--- src/rtl/lcd_hd44780_driver.sv ---
// ============================================================================
// Module   : lcd_hd44780_driver
// Purpose  : Turns the memory-mapped LCD register written by software into
//            timed HD44780 write cycles (setup, EN pulse, hold, execution
//            wait). A request is a flip of bit 30. Each request is held in a
//            one-deep buffer until the bus is free.
// Ports    : i_clk       - system clock
//            i_reset     - asynchronous active-low reset
//            i_io_lcd    - [31] power, [30] request toggle, [8] RS, [7:0] byte
//            o_lcd_on    - LCD power/backlight enable (i_io_lcd[31] delayed 1)
//            o_lcd_rs    - register select
//            o_lcd_rw    - read/write, always 0 (write-only bus)
//            o_lcd_en    - enable strobe
//            o_lcd_data  - DB[7:0]
//            o_busy      - FSM not idle or a request is pending
//            o_overrun   - sticky: a pending request was overwritten
// Revision : 1.0 - initial release
// ============================================================================
`default_nettype none

module lcd_hd44780_driver #(
  parameter int SETUP_CYC     = 2,
  parameter int EN_HIGH_CYC   = 13,
  parameter int HOLD_CYC      = 2,
  parameter int EXEC_CYC      = 2000,
  parameter int LONG_EXEC_CYC = 82000,
  parameter int POWERUP_CYC   = 750000
) (
  input  logic        i_clk,
  input  logic        i_reset,
  input  logic [31:0] i_io_lcd,
  output logic        o_lcd_on,
  output logic        o_lcd_rs,
  output logic        o_lcd_rw,
  output logic        o_lcd_en,
  output logic [7:0]  o_lcd_data,
  output logic        o_busy,
  output logic        o_overrun
);

  localparam int MAX_A = (SETUP_CYC > EN_HIGH_CYC) ? SETUP_CYC : EN_HIGH_CYC;
  localparam int MAX_B = (HOLD_CYC > EXEC_CYC) ? HOLD_CYC : EXEC_CYC;
  localparam int MAX_C = (LONG_EXEC_CYC > POWERUP_CYC) ? LONG_EXEC_CYC : POWERUP_CYC;
  localparam int MAX_AB = (MAX_A > MAX_B) ? MAX_A : MAX_B;
  localparam int MAX_ALL = (MAX_AB > MAX_C) ? MAX_AB : MAX_C;
  localparam int CNT_W = (MAX_ALL > 1) ? $clog2(MAX_ALL) : 1;

  // Counter reload values: each phase lasts (value + 1) cycles.
  localparam logic [CNT_W-1:0] LD_SETUP = CNT_W'(SETUP_CYC - 1);
  localparam logic [CNT_W-1:0] LD_EN    = CNT_W'(EN_HIGH_CYC - 1);
  localparam logic [CNT_W-1:0] LD_HOLD  = CNT_W'(HOLD_CYC - 1);
  localparam logic [CNT_W-1:0] LD_EXEC  = CNT_W'(EXEC_CYC - 1);
  localparam logic [CNT_W-1:0] LD_LONG  = CNT_W'(LONG_EXEC_CYC - 1);
  localparam logic [CNT_W-1:0] LD_PWR   = CNT_W'(POWERUP_CYC - 1);

  typedef enum logic [2:0] {
    S_POWERUP = 3'd0,
    S_IDLE    = 3'd1,
    S_SETUP   = 3'd2,
    S_PULSE   = 3'd3,
    S_HOLD    = 3'd4,
    S_EXEC    = 3'd5
  } state_t;

  state_t           state, state_nxt;
  logic [CNT_W-1:0] cnt, cnt_nxt;
  logic             tog_q;
  logic             pend;
  logic             buf_rs;
  logic [7:0]       buf_data;
  logic             long_q;

  logic toggle;
  logic consume;
  logic cnt_zero;
  logic unused_bits;

  assign toggle      = i_io_lcd[30] ^ tog_q;
  assign consume     = (state == S_IDLE) && pend;
  assign cnt_zero    = (cnt == '0);
  assign o_busy      = (state != S_IDLE) || pend;
  assign o_lcd_rw    = 1'b0;
  assign unused_bits = ^i_io_lcd[29:9];

  // Next-state logic. One shared down-counter times every phase.
  always_comb begin
    state_nxt = state;
    cnt_nxt   = cnt;
    case (state)
      S_POWERUP: begin
        if (cnt_zero) state_nxt = S_IDLE;
        else          cnt_nxt   = cnt - 1'b1;
      end
      S_IDLE: begin
        if (pend) begin
          state_nxt = S_SETUP;
          cnt_nxt   = LD_SETUP;
        end
      end
      S_SETUP: begin
        if (cnt_zero) begin
          state_nxt = S_PULSE;
          cnt_nxt   = LD_EN;
        end else begin
          cnt_nxt = cnt - 1'b1;
        end
      end
      S_PULSE: begin
        if (cnt_zero) begin
          state_nxt = S_HOLD;
          cnt_nxt   = LD_HOLD;
        end else begin
          cnt_nxt = cnt - 1'b1;
        end
      end
      S_HOLD: begin
        if (cnt_zero) begin
          state_nxt = S_EXEC;
          // long_q was latched at the IDLE edge and is stable here.
          cnt_nxt   = long_q ? LD_LONG : LD_EXEC;
        end else begin
          cnt_nxt = cnt - 1'b1;
        end
      end
      S_EXEC: begin
        if (cnt_zero) state_nxt = S_IDLE;
        else          cnt_nxt   = cnt - 1'b1;
      end
      default: begin
        state_nxt = S_POWERUP;
        cnt_nxt   = LD_PWR;
      end
    endcase
  end

  always_ff @(posedge i_clk or negedge i_reset) begin
    if (!i_reset) begin
      state      <= S_POWERUP;
      cnt        <= LD_PWR;
      tog_q      <= 1'b0;
      pend       <= 1'b0;
      buf_rs     <= 1'b0;
      buf_data   <= 8'h00;
      long_q     <= 1'b0;
      o_lcd_on   <= 1'b0;
      o_lcd_rs   <= 1'b0;
      o_lcd_en   <= 1'b0;
      o_lcd_data <= 8'h00;
      o_overrun  <= 1'b0;
    end else begin
      state    <= state_nxt;
      cnt      <= cnt_nxt;
      tog_q    <= i_io_lcd[30];
      o_lcd_on <= i_io_lcd[31];
      // EN is registered from the next state so it is glitch-free and
      // aligned with the PULSE phase.
      o_lcd_en <= (state_nxt == S_PULSE);

      // A new toggle wins over a consume on the same edge: the fresh
      // request refills the buffer and pend stays set.
      if (toggle) begin
        buf_rs   <= i_io_lcd[8];
        buf_data <= i_io_lcd[7:0];
        pend     <= 1'b1;
        if (pend && !consume) o_overrun <= 1'b1;
      end else if (consume) begin
        pend <= 1'b0;
      end

      if (consume) begin
        o_lcd_rs   <= buf_rs;
        o_lcd_data <= buf_data;
        // Clear (0x01) and home (0x02/0x03) need the long execution wait.
        long_q     <= !buf_rs && (buf_data[7:2] == 6'd0) && (buf_data != 8'h00);
      end
    end
  end

endmodule

`default_nettype wire
--- config.mk ---
export PLATFORM = sky130hd
export DESIGN_NAME = lcd_hd44780_driver
export DESIGN_NICKNAME = d
export VERILOG_FILES = /design/src/rtl/lcd_hd44780_driver.sv
export SDC_FILE = /design/constraint.sdc
export NUM_CORES = 1
export LEC_CHECK = 0
export CAP_MARGIN = 20
export CORE_UTILIZATION = 48
export DETAILED_ROUTE_END_ITERATION = 12
export PLACE_DENSITY = 0.83
export SETUP_SLACK_MARGIN = 0.05
export SLEW_MARGIN = 10
export SYNTH_ARGS = -nofsm -noshare
export SYNTH_HDL_FRONTEND = slang
export SYNTH_SLANG_ARGS = --single-unit
--- constraint.sdc ---
create_clock -name i_clk -period 2.9 [get_ports i_clk]
set_input_delay 0.58 -clock i_clk [delete_from_list [all_inputs] [get_ports i_clk]]
set_output_delay 0.58 -clock i_clk [all_outputs]
set_load 0.02 [all_outputs]
; ---- Yosys cells after proc, flatten, opt, wreduce, memory -nomap -nowiden
; Cells that the tools add are included.
; Widths: inputs -> output; s select.
[word_totals]
wordCells = 53
input_bits = 34
reg_bits = 47
output_inout_bits = 14
[classes]
add_sub_neg = 1
n_reduce_logical = 15
mux = 15
n_eq_ne = 9
bitwise_logic = 1
[ops]
columns = operator, n
row1 = $mux 20, 5
row2 = $pmux 20 s5, 1
row3 = $logic_not 20->1, 1
row4 = $sub 20x1->20 const B, 1
row5 = $mux 17, 1
row6 = $mux 3, 5
row7 = $pmux 3 s5, 1
row8 = $eq 3x2->1 const B, 3
row9 = $reduce_bool 8->1, 1
row10 = $eq 3x3->1 const B, 2
row11 = $logic_not 6->1, 1
row12 = $logic_and 1x1->1, 4
row13 = $ne 2x2->1 const B, 2
row14 = $reduce_and 2->1, 2
row15 = $eq 3x1->1 const B, 1
row16 = $logic_not 3->1, 1
row17 = $ne 3x1->1 const B, 1
row18 = $logic_not 1->1, 2
row19 = $mux 1, 2
row20 = $reduce_bool 2->1, 1
row21 = $reduce_or 2->1, 1
row22 = $logic_or 1x1->1, 1
row23 = $xor 1x1->1, 1

; ---- Logic depth before layout (Yosys ltp)
; Gate-level depths: netlist of run 1.
[depth]
word_depth = 5
ltp_mapped = 10
ltp_nobuf = 8

; ---- Worst setup path before layout of run 1
; OpenSTA, ideal clock, no wires.
[synth_timing]
path_type = register to register
from = reg cnt[0]
to = reg cnt[9]
path_stages_with_launch = 10
t_required_ns = 2.776
t_arrival_ns = 2.445
slack_ns = 0.331
setup_time_ns = 0.124
period_less_slack_ns = 2.569
n_path_buf = 1
cell_sequence = dfstp_2 > inv_1 > ha_1 > or4b_1 > or4_1 > buf_2 > o31a_1 > nand2_4 > a211oi_1 > a211o_1
[synth_via]
elab_chain_cells = 3
elab_cells_between_ends = 9
cone_classes = add/sub (1) / eq/ne (1) / mux (5) / reduce/logical (2)
[synth_rtl]
columns = element, line
row1 = from (decl), 66  ; logic [CNT_W-1:0] cnt, cnt_nxt;
row2 = from (signal assigned), 152  ; cnt <= cnt_nxt;
row3 = $sub 20x1->20 or $logic_not 20->1 (tied branches), n/a
row4 = "$mux 20, or another cell as far along", "91, 126"
row5 = $pmux 20 s5 or $reduce_and 2->1 (tied branches), n/a
; Parallel ways exist; a longest one is shown, timed or not. The select of a mux whose other input is x is not followed.
; A chain may end at the register's enable or synchronous reset.

; ---- Final worst setup path of run 1
; Same ends and word-level chain as after synthesis.

==> summary.md, run 1 <==
| Metric | Value |
|---|---|
| Outcome | complete, no violations |
| Cell Area, Synth | 0.00259 sq mm |
| Nets | 335 |
| Core Footprint | 0.00514 sq mm |
| Top FF cell, synth | dfrtp_1 |
| Synth cell types | 59 |
| Setup TNS | 0 ns |
| Via density | 6.11 |
| Antenna violations before repair | 0 |
| PortBufs | 25 |
| DR pass1 iterations | 4 |
| Area occupied by multi-input gates | 0.00131 sq mm |
| Routed WL | 6.10 mm |
| Yosys reg bits | 47 |
| Crit-path cells | inv_1, ha_1, or4b_1, buf_4, nor4_4, nand2_1, buf_4, o41ai_1, a211o_1 |
| Crit Path Category | reg -> reg |
| TritonCTS clock tree | built |
| # IOs | 48 |
| Slowest-stage cell, CP | o41ai_1 |
| # Post-CTS Setup Buffers | 0 |
| Starting Density | 50.4% |
| Vias in the first global route | 2,166 |
| Synth async-reset ratio | 100% |
| Final hold vios | 0 |
| Routed vias | 2,265 |
| HPWL Detailed | 4.43 mm |
| Chip width | 75.5 microns |
| Grt ovf | 0 |
| Crit share post-route | 93.1% |
| First-pass GRT wire length | 10.2 mm |
| Period minus WS final | 2.70 ns |
| Cell count after placement | 363 |
| GPL Wtd Cong | 0.920 |
| Clock slew at reported path FFs | 0.10 ns |
| P_leak | 1.25 nW |
| # diodes | 0 |
| Die area | 0.00570 sq mm |
| Detail Route Antenna Nets | 0 |
| Unrepaired setup endpoints after global routing | no |
| Worst slew margin | 53.8% |
| Synthesized area per cell | 9.75 sq um |
| Final Power | 2.60 mW |
| CP Capture Type | register |
| # fillers | 464 |
| Max incr delay on CP | 0.51 ns |
| Fin. max-slew vios | 0 |
| Yosys warning count | 0 |
| Fmax achieved | 370 MHz |
| Layout area overhead | 19.2% |
| Share of cells above drive strength 1 | 23.6% |
| Crit Path Max Fanout | 11 |
| Startpoint Class | register |
| Crit path buf inv count | 3 |
| Max Buffers Root-to-Sink | 2 |
| TritonCTS Buffers | 5 |
| EDFF count, synth | 0 |
| Drt wl/cell | 16.4 microns |
| Peak supply drop | 0.000554 V |
| H-tree depth | 2 |
| Max_cap viols | 0 |
| Syn_nets | 301 |
| Hold WC Path Type | in -> async |
| Register area | 0.00119 sq mm |
| Total power divided by cell area | 842 mW/mm^2 |
| Slew @ Worst Pin | 0.687 ns |
| Most common cell on crit path | buf_4 |
| Family with the most delay on the worst path | simple AND/OR/NAND/NOR gates |
| Root buf cell | clkbuf_8 |
| Final setup viols | 0 |
| Final std cells w/o fill | 371 |
| WP data required | 3.16 ns |
| Register area share after synthesis | 46.0% |
| Largest net degree at the start of global routing | 46 |
| Total track usage | 23.9% |
| Worst-skew pair later-pin latency | 0.31 ns |
| Cell row count | 26 |
| Clk_skew | 0.0120 ns |
| Die span in y | 75.5 microns |
| DRC violations left | 0 |
| Starting DRT DRC Count | 179 |
| Synthesized instance count | 266 |
| CTS sink count | 47 |
| Critical Path AT | 2.96 ns |
[synthesized netlist by cell type, types with 3 or more instances]
cell       instances  area, sq um
nor4_1             6         37.5
o21a_1             3         22.5
inv_1             10         37.5
nor2_1            20         75.1
xor2_1             4         35.0
dfstp_2           13          342
and3_1             3         18.8
buf_2              3         15.0
o21ai_0           20          100
a21o_1             3         22.5
a41oi_1            3         26.3
nor3_1             5         25.0
a211o_1            3         26.3
dfrtp_1           34          851
o2111ai_1          4         35.0
nand3_1           14         70.1
nor3b_1            3         22.5
mux2_2            18          203
nand4_1            3         18.8
o22ai_1            3         18.8
clkbuf_1          11         41.3
nand2_1           22         82.6
a31oi_1            6         37.5
a21oi_1            8         40.0
o31a_1             3         26.3
[worst register-to-register path: cells and delay by family, from the launching register on]
kind	cells	cell delay (ns)
DFF	1	0.40
buffers and inverters	3	0.48
adders and majority gates	1	0.22
and+or+nand+nor	3	0.87
AOI/OAI and AO/OA	2	0.68
[what timing repair did]
item	in CTS	in global routing
hold buffers	0	0
gates resized for setup	1	2
setup endpoints to repair	1	13
[where the power goes]
| part | switching, mW | internal (mW) |
|---|---|---|
| Clock | 0.229 | 0.173 |
| Sequential | 0.205 | 0.919 |
| Combinational | 0.585 | 0.489 |
| Total | 1.02 | 1.58 |
[sequential cells by signal (all words and copies together), names as in the netlist]
register / flops
cnt: 20
buf_data: 8
o_lcd_data: 8
state: 3
buf_rs: 1
long_q: 1
o_lcd_en: 1
o_lcd_on: 1
o_lcd_rs: 1
o_overrun: 1
pend: 1
tog_q: 1
[per-layer routing]
metal	share of wire, %	vias up	global-route usage (%)
li1	-	1073	-
met1	43	1116	30.4
met2	49	65	40.4
met3	5.9	11	5.42
met4	1.4	0	8.23
met5	0	-	0
[layout by cell type (no fill, tap or decap), types with 2 or more instances in the layout]
cell              n
a211oi_1          2
nor3b_1           3
nor3_1            5
a21o_1            3
xor2_1            4
buf_4            17
o21ai_0          20
nor2_1           19
o22ai_1           3
nor4_1            6
o21ai_2           3
clkinv_4          2
or4_4             2
a31o_2            2
mux2_2           18
clkdlybuf4s50_1  24
a21oi_1           8
inv_1            10
a211o_1           3
o31a_1            3
dfstp_2          13
and2_1            2
a31oi_1           6
and3_1            3
nand2_1          22
o2bb2ai_1         2
o311ai_0          2
dfrtp_1          34
a41oi_1           3
nand3_1          14
o21a_1            3
nand4_1           3
o2111ai_1         4
clkbuf_8          5
[stage by stage]
stage	worst slack, ns	util, %	instance area, sq um	hold slack [ns]
after floorplan	0.331	-	2590	0.284
after global placement	0.132	58.2	2990	0.373
after detailed placement	0.0799	58.2	2990	0.376
after CTS	0.0581	60.0	3080	0.0453
after global routing	0.0621	60.1	3090	0.0365
final	0.199	60.1	3090	0.0345
[kinds of logic (layout without fill, tap and decap cells)]
logic type,after synthesis,count (layout),synth area share [%]
compound gates,78,78,21.2
buf+inv,26,61,4.05
other cells,1,1,0.145
mux,18,18,7.82
flops,47,47,46.0
xor+xnor,4,4,1.35
fa+ha+maj,2,2,0.869
simple gates,90,90,18.6
[area by class of cell]
class	count	share of cell area (%)
clock buffers	6	2.35
clock inverters	2	0.567
inverters	11	1.34
multi-input cells	193	42.2
flip-flops and latches	47	38.6
well taps	70	2.84
repair buffers	42	12.1
[final timing paths]
check                            end       from  slack (ns)  cells after the start
min in group i_clk         o_overrun  o_overrun        0.48                      1
max                           cnt[9]     cnt[0]        0.20                      9
min reg2reg                o_overrun  o_overrun        0.48                      1
min                           cnt[9]    i_reset        0.03                      1
max reg2reg                   cnt[9]     cnt[0]        0.20                      9
max in group asynchronous    cnt[17]    i_reset        2.13                      2
No activity file was read; power rests on OpenSTA's default activity.
==> run 2, diff against run 1 <==
Settings changed: CORE_ASPECT_RATIO set to 0.75, CORE_UTILIZATION 48 to 25, PLACE_DENSITY 0.83 to 0.53.
==> run 2 against run 1 <==
  * Fmax shrank 0.68%
  * Total power rose by 9.1%
  * Setup slack got worse by 0.018 ns
  * Combinational power barely moved
  * Non-clock buffer count is 5 higher
  * Wire length grew 14%
==> summary.md, run 2 (synthesis gave the netlist of run 1 again) <==
| Metric | Value |
|---|---|
| Setup TNS | 0 ns (unchanged) |
| Total track usage | 13.5% (was 23.9%) |
| Worst-skew pair later-pin latency | 0.29 ns (was 0.31 ns) |
| Unrepaired setup endpoints after global routing | no (unchanged) |
| WP data required | 3.08 ns (was 3.16 ns) |
| Slowest-stage cell, CP | or4b_1 (was o41ai_1) |
| Starting DRT DRC Count | 213 (was 179) |
| Crit Path Category | reg -> reg (unchanged) |
| Hold WC Path Type | in -> async (unchanged) |
| Crit share post-route | 93.8% (was 93.1%) |
| Crit path buf inv count | 2 (was 3) |
| Detail Route Antenna Nets | 0 (unchanged) |
| Final Power | 2.84 mW (was 2.60 mW) |
| Clock slew at reported path FFs | 0.07 ns (was 0.10 ns) |
| Final hold vios | 0 (unchanged) |
| Final std cells w/o fill | 438 (was 371) |
| Family with the most delay on the worst path | simple AND/OR/NAND/NOR gates (unchanged) |
| DR pass1 iterations | 5 (was 4) |
| Starting Density | 26.3% (was 50.4%) |
| Most frequent cells in the layout | dfrtp_1 (34), clkdlybuf4s50_1 (24), nand2_1 (22), buf_4 (22), o21ai_0 (20) (was dfrtp_1 (34), clkdlybuf4s50_1 (24), nand2_1 (22), o21ai_0 (20), nor2_1 (19)) |
| Clk_skew | 0.00357 ns (was 0.0120 ns) |
| # IOs | 48 (unchanged) |
| P_leak | 1.30 nW (was 1.25 nW) |
| Drt wl/cell | 15.9 microns (was 16.4 microns) |
| # diodes | 0 (unchanged) |
| Total power divided by cell area | 865 mW/mm^2 (was 842 mW/mm^2) |
| Die area | 0.0108 sq mm (was 0.00570 sq mm) |
| Post-layout instance area | 0.00328 sq mm (was 0.00309 sq mm) |
| Critical Path AT | 2.90 ns (was 2.96 ns) |
| DRC violations left | 0 (unchanged) |
| Most common cell after layout, fill and taps aside | dfrtp_1 (unchanged) |
| Routed WL | 6.95 mm (was 6.10 mm) |
| H-tree depth | 2 (unchanged) |
| Fmax achieved | 368 MHz (was 370 MHz) |
| HPWL Detailed | 4.98 mm (was 4.43 mm) |
| Root buf cell | clkbuf_16 (was clkbuf_8) |
| Routed vias | 2,292 (was 2,265) |
| Outcome | complete, no violations (unchanged) |
| Die span in y | 90.2 microns (was 75.5 microns) |
| Top Registers | cnt: 20 flops, buf_data: 8 flops, o_lcd_data: 8 flops (unchanged) |
| Max incr delay on CP | 0.49 ns (was 0.51 ns) |
| Max reg flops | 20 (unchanged) |
| Cell count after placement | 430 (was 363) |
| Placement Setup Slack | 0.0962 ns (was 0.0799 ns) |
| Share of cells above drive strength 1 | 25.2% (was 23.6%) |
| CTS sink count | 47 (unchanged) |
| Chip width | 120 microns (was 75.5 microns) |
| Fin. max-slew vios | 0 (unchanged) |
| Setup ws final | 0.180 ns (was 0.199 ns) |
| Cell row count | 31 (was 26) |
| Period minus WS final | 2.72 ns (was 2.70 ns) |
| Slew @ Worst Pin | 0.649 ns (was 0.687 ns) |
| Worst slew margin | 56.1% (was 53.8%) |
| Nets | 340 (was 335) |
| Grt ovf | 0 (unchanged) |
| Reg with most FFs | cnt (unchanged) |
| Antenna violations before repair | 0 (unchanged) |
| CP Capture Type | register (unchanged) |
| TritonCTS clock tree | built (unchanged) |
| Max_cap viols | 0 (unchanged) |
| Layout area overhead | 26.5% (was 19.2%) |
| Dpl cell area | 0.00311 sq mm (was 0.00299 sq mm) |
| Startpoint Class | register (unchanged) |
| TritonCTS Buffers | 5 (unchanged) |
| Core Footprint | 0.00985 sq mm (was 0.00514 sq mm) |
| Vias in the first global route | 2,132 (was 2,166) |
| GPL Wtd Cong | 0.795 (was 0.920) |
| Via density | 5.23 (was 6.11) |
| Largest net degree at the start of global routing | 33 (was 46) |
| First-pass GRT wire length | 11.4 mm (was 10.2 mm) |
| Crit-path cells | inv_1, ha_1, or4b_1, or4_4, buf_4, o211ai_2, nand4b_1, o41ai_1, a211o_1 (was inv_1, ha_1, or4b_1, buf_4, nor4_4, nand2_1, buf_4, o41ai_1, a211o_1) |
| Final setup viols | 0 (unchanged) |
| PortBufs | 25 (unchanged) |
| Crit Path Max Fanout | 5 (was 11) |
| Peak supply drop | 0.000288 V (was 0.000554 V) |
| Max Buffers Root-to-Sink | 2 (unchanged) |
==> run 2: final timing paths <==
check | start | to | slack [ns] | cells after the start
worst max-delay path | cnt[0] | cnt[9] | 0.18 | 9
worst min-delay path | i_reset | cnt[4] | 0.20 | 1
worst max register to register | cnt[0] | cnt[9] | 0.18 | 9
worst min register to register | o_overrun | o_overrun | 0.48 | 1
max in group asynchronous | i_reset | cnt[0] | 1.94 | 2
min in group i_clk | o_overrun | o_overrun | 0.48 | 1
==> run 2: what timing repair did <==
action	4_1_cts	5_1_grt
endpoints found under the setup margin	0	8
hold buffers	0	0
setup buffers	0	0
resized for setup	0	3
==> run 2: power breakdown <==
| part | internal (mW) | switching (mW) | leakage [nW] |
|---|---|---|---|
| Sequential | 0.921 | 0.208 | 0.552 |
| Clock | 0.345 | 0.263 | 0.0731 |
| Combinational | 0.502 | 0.598 | 0.674 |
==> run 2: final cells by class <==
| cell class | count | area (sq um) |
|---|---|---|
| clock inverters | 2 | 16.3 |
| flip-flops and latches | 47 | 1190 |
| well taps | 132 | 165 |
| inverters | 11 | 41.3 |
| fillers | 1032 | 6570 |
| repair buffers | 47 | 410 |
| clock buffers | 6 | 139 |
| multi-input cells | 193 | 1320 |
==> run 2: per-stage QoR <==
stage	utilization [%]	hold slack, ns
5_1_grt	33.3	0.227
3_3_place_gp	31.6	0.483
4_1_cts	33.1	0.210
2_1_floorplan	-	0.284
3_5_place_dp	31.6	0.469
6_report	33.3	0.198
==> run 2: routing by layer <==
| metal | part of all wire [%] | global-route usage [%] |
|---|---|---|
| met3 | 5.1 | 2.86 |
| met4 | 0.82 | 3.65 |
| met5 | 0 | 0 |
| met2 | 42 | 17.9 |
| met1 | 52 | 21.4 |
==> run 3, diff against run 2 <==
Settings changed: CAP_MARGIN 20 to not set.
==> results of run 3 <==
No change in the layout: final DEF, timing and power equal those of run 2.
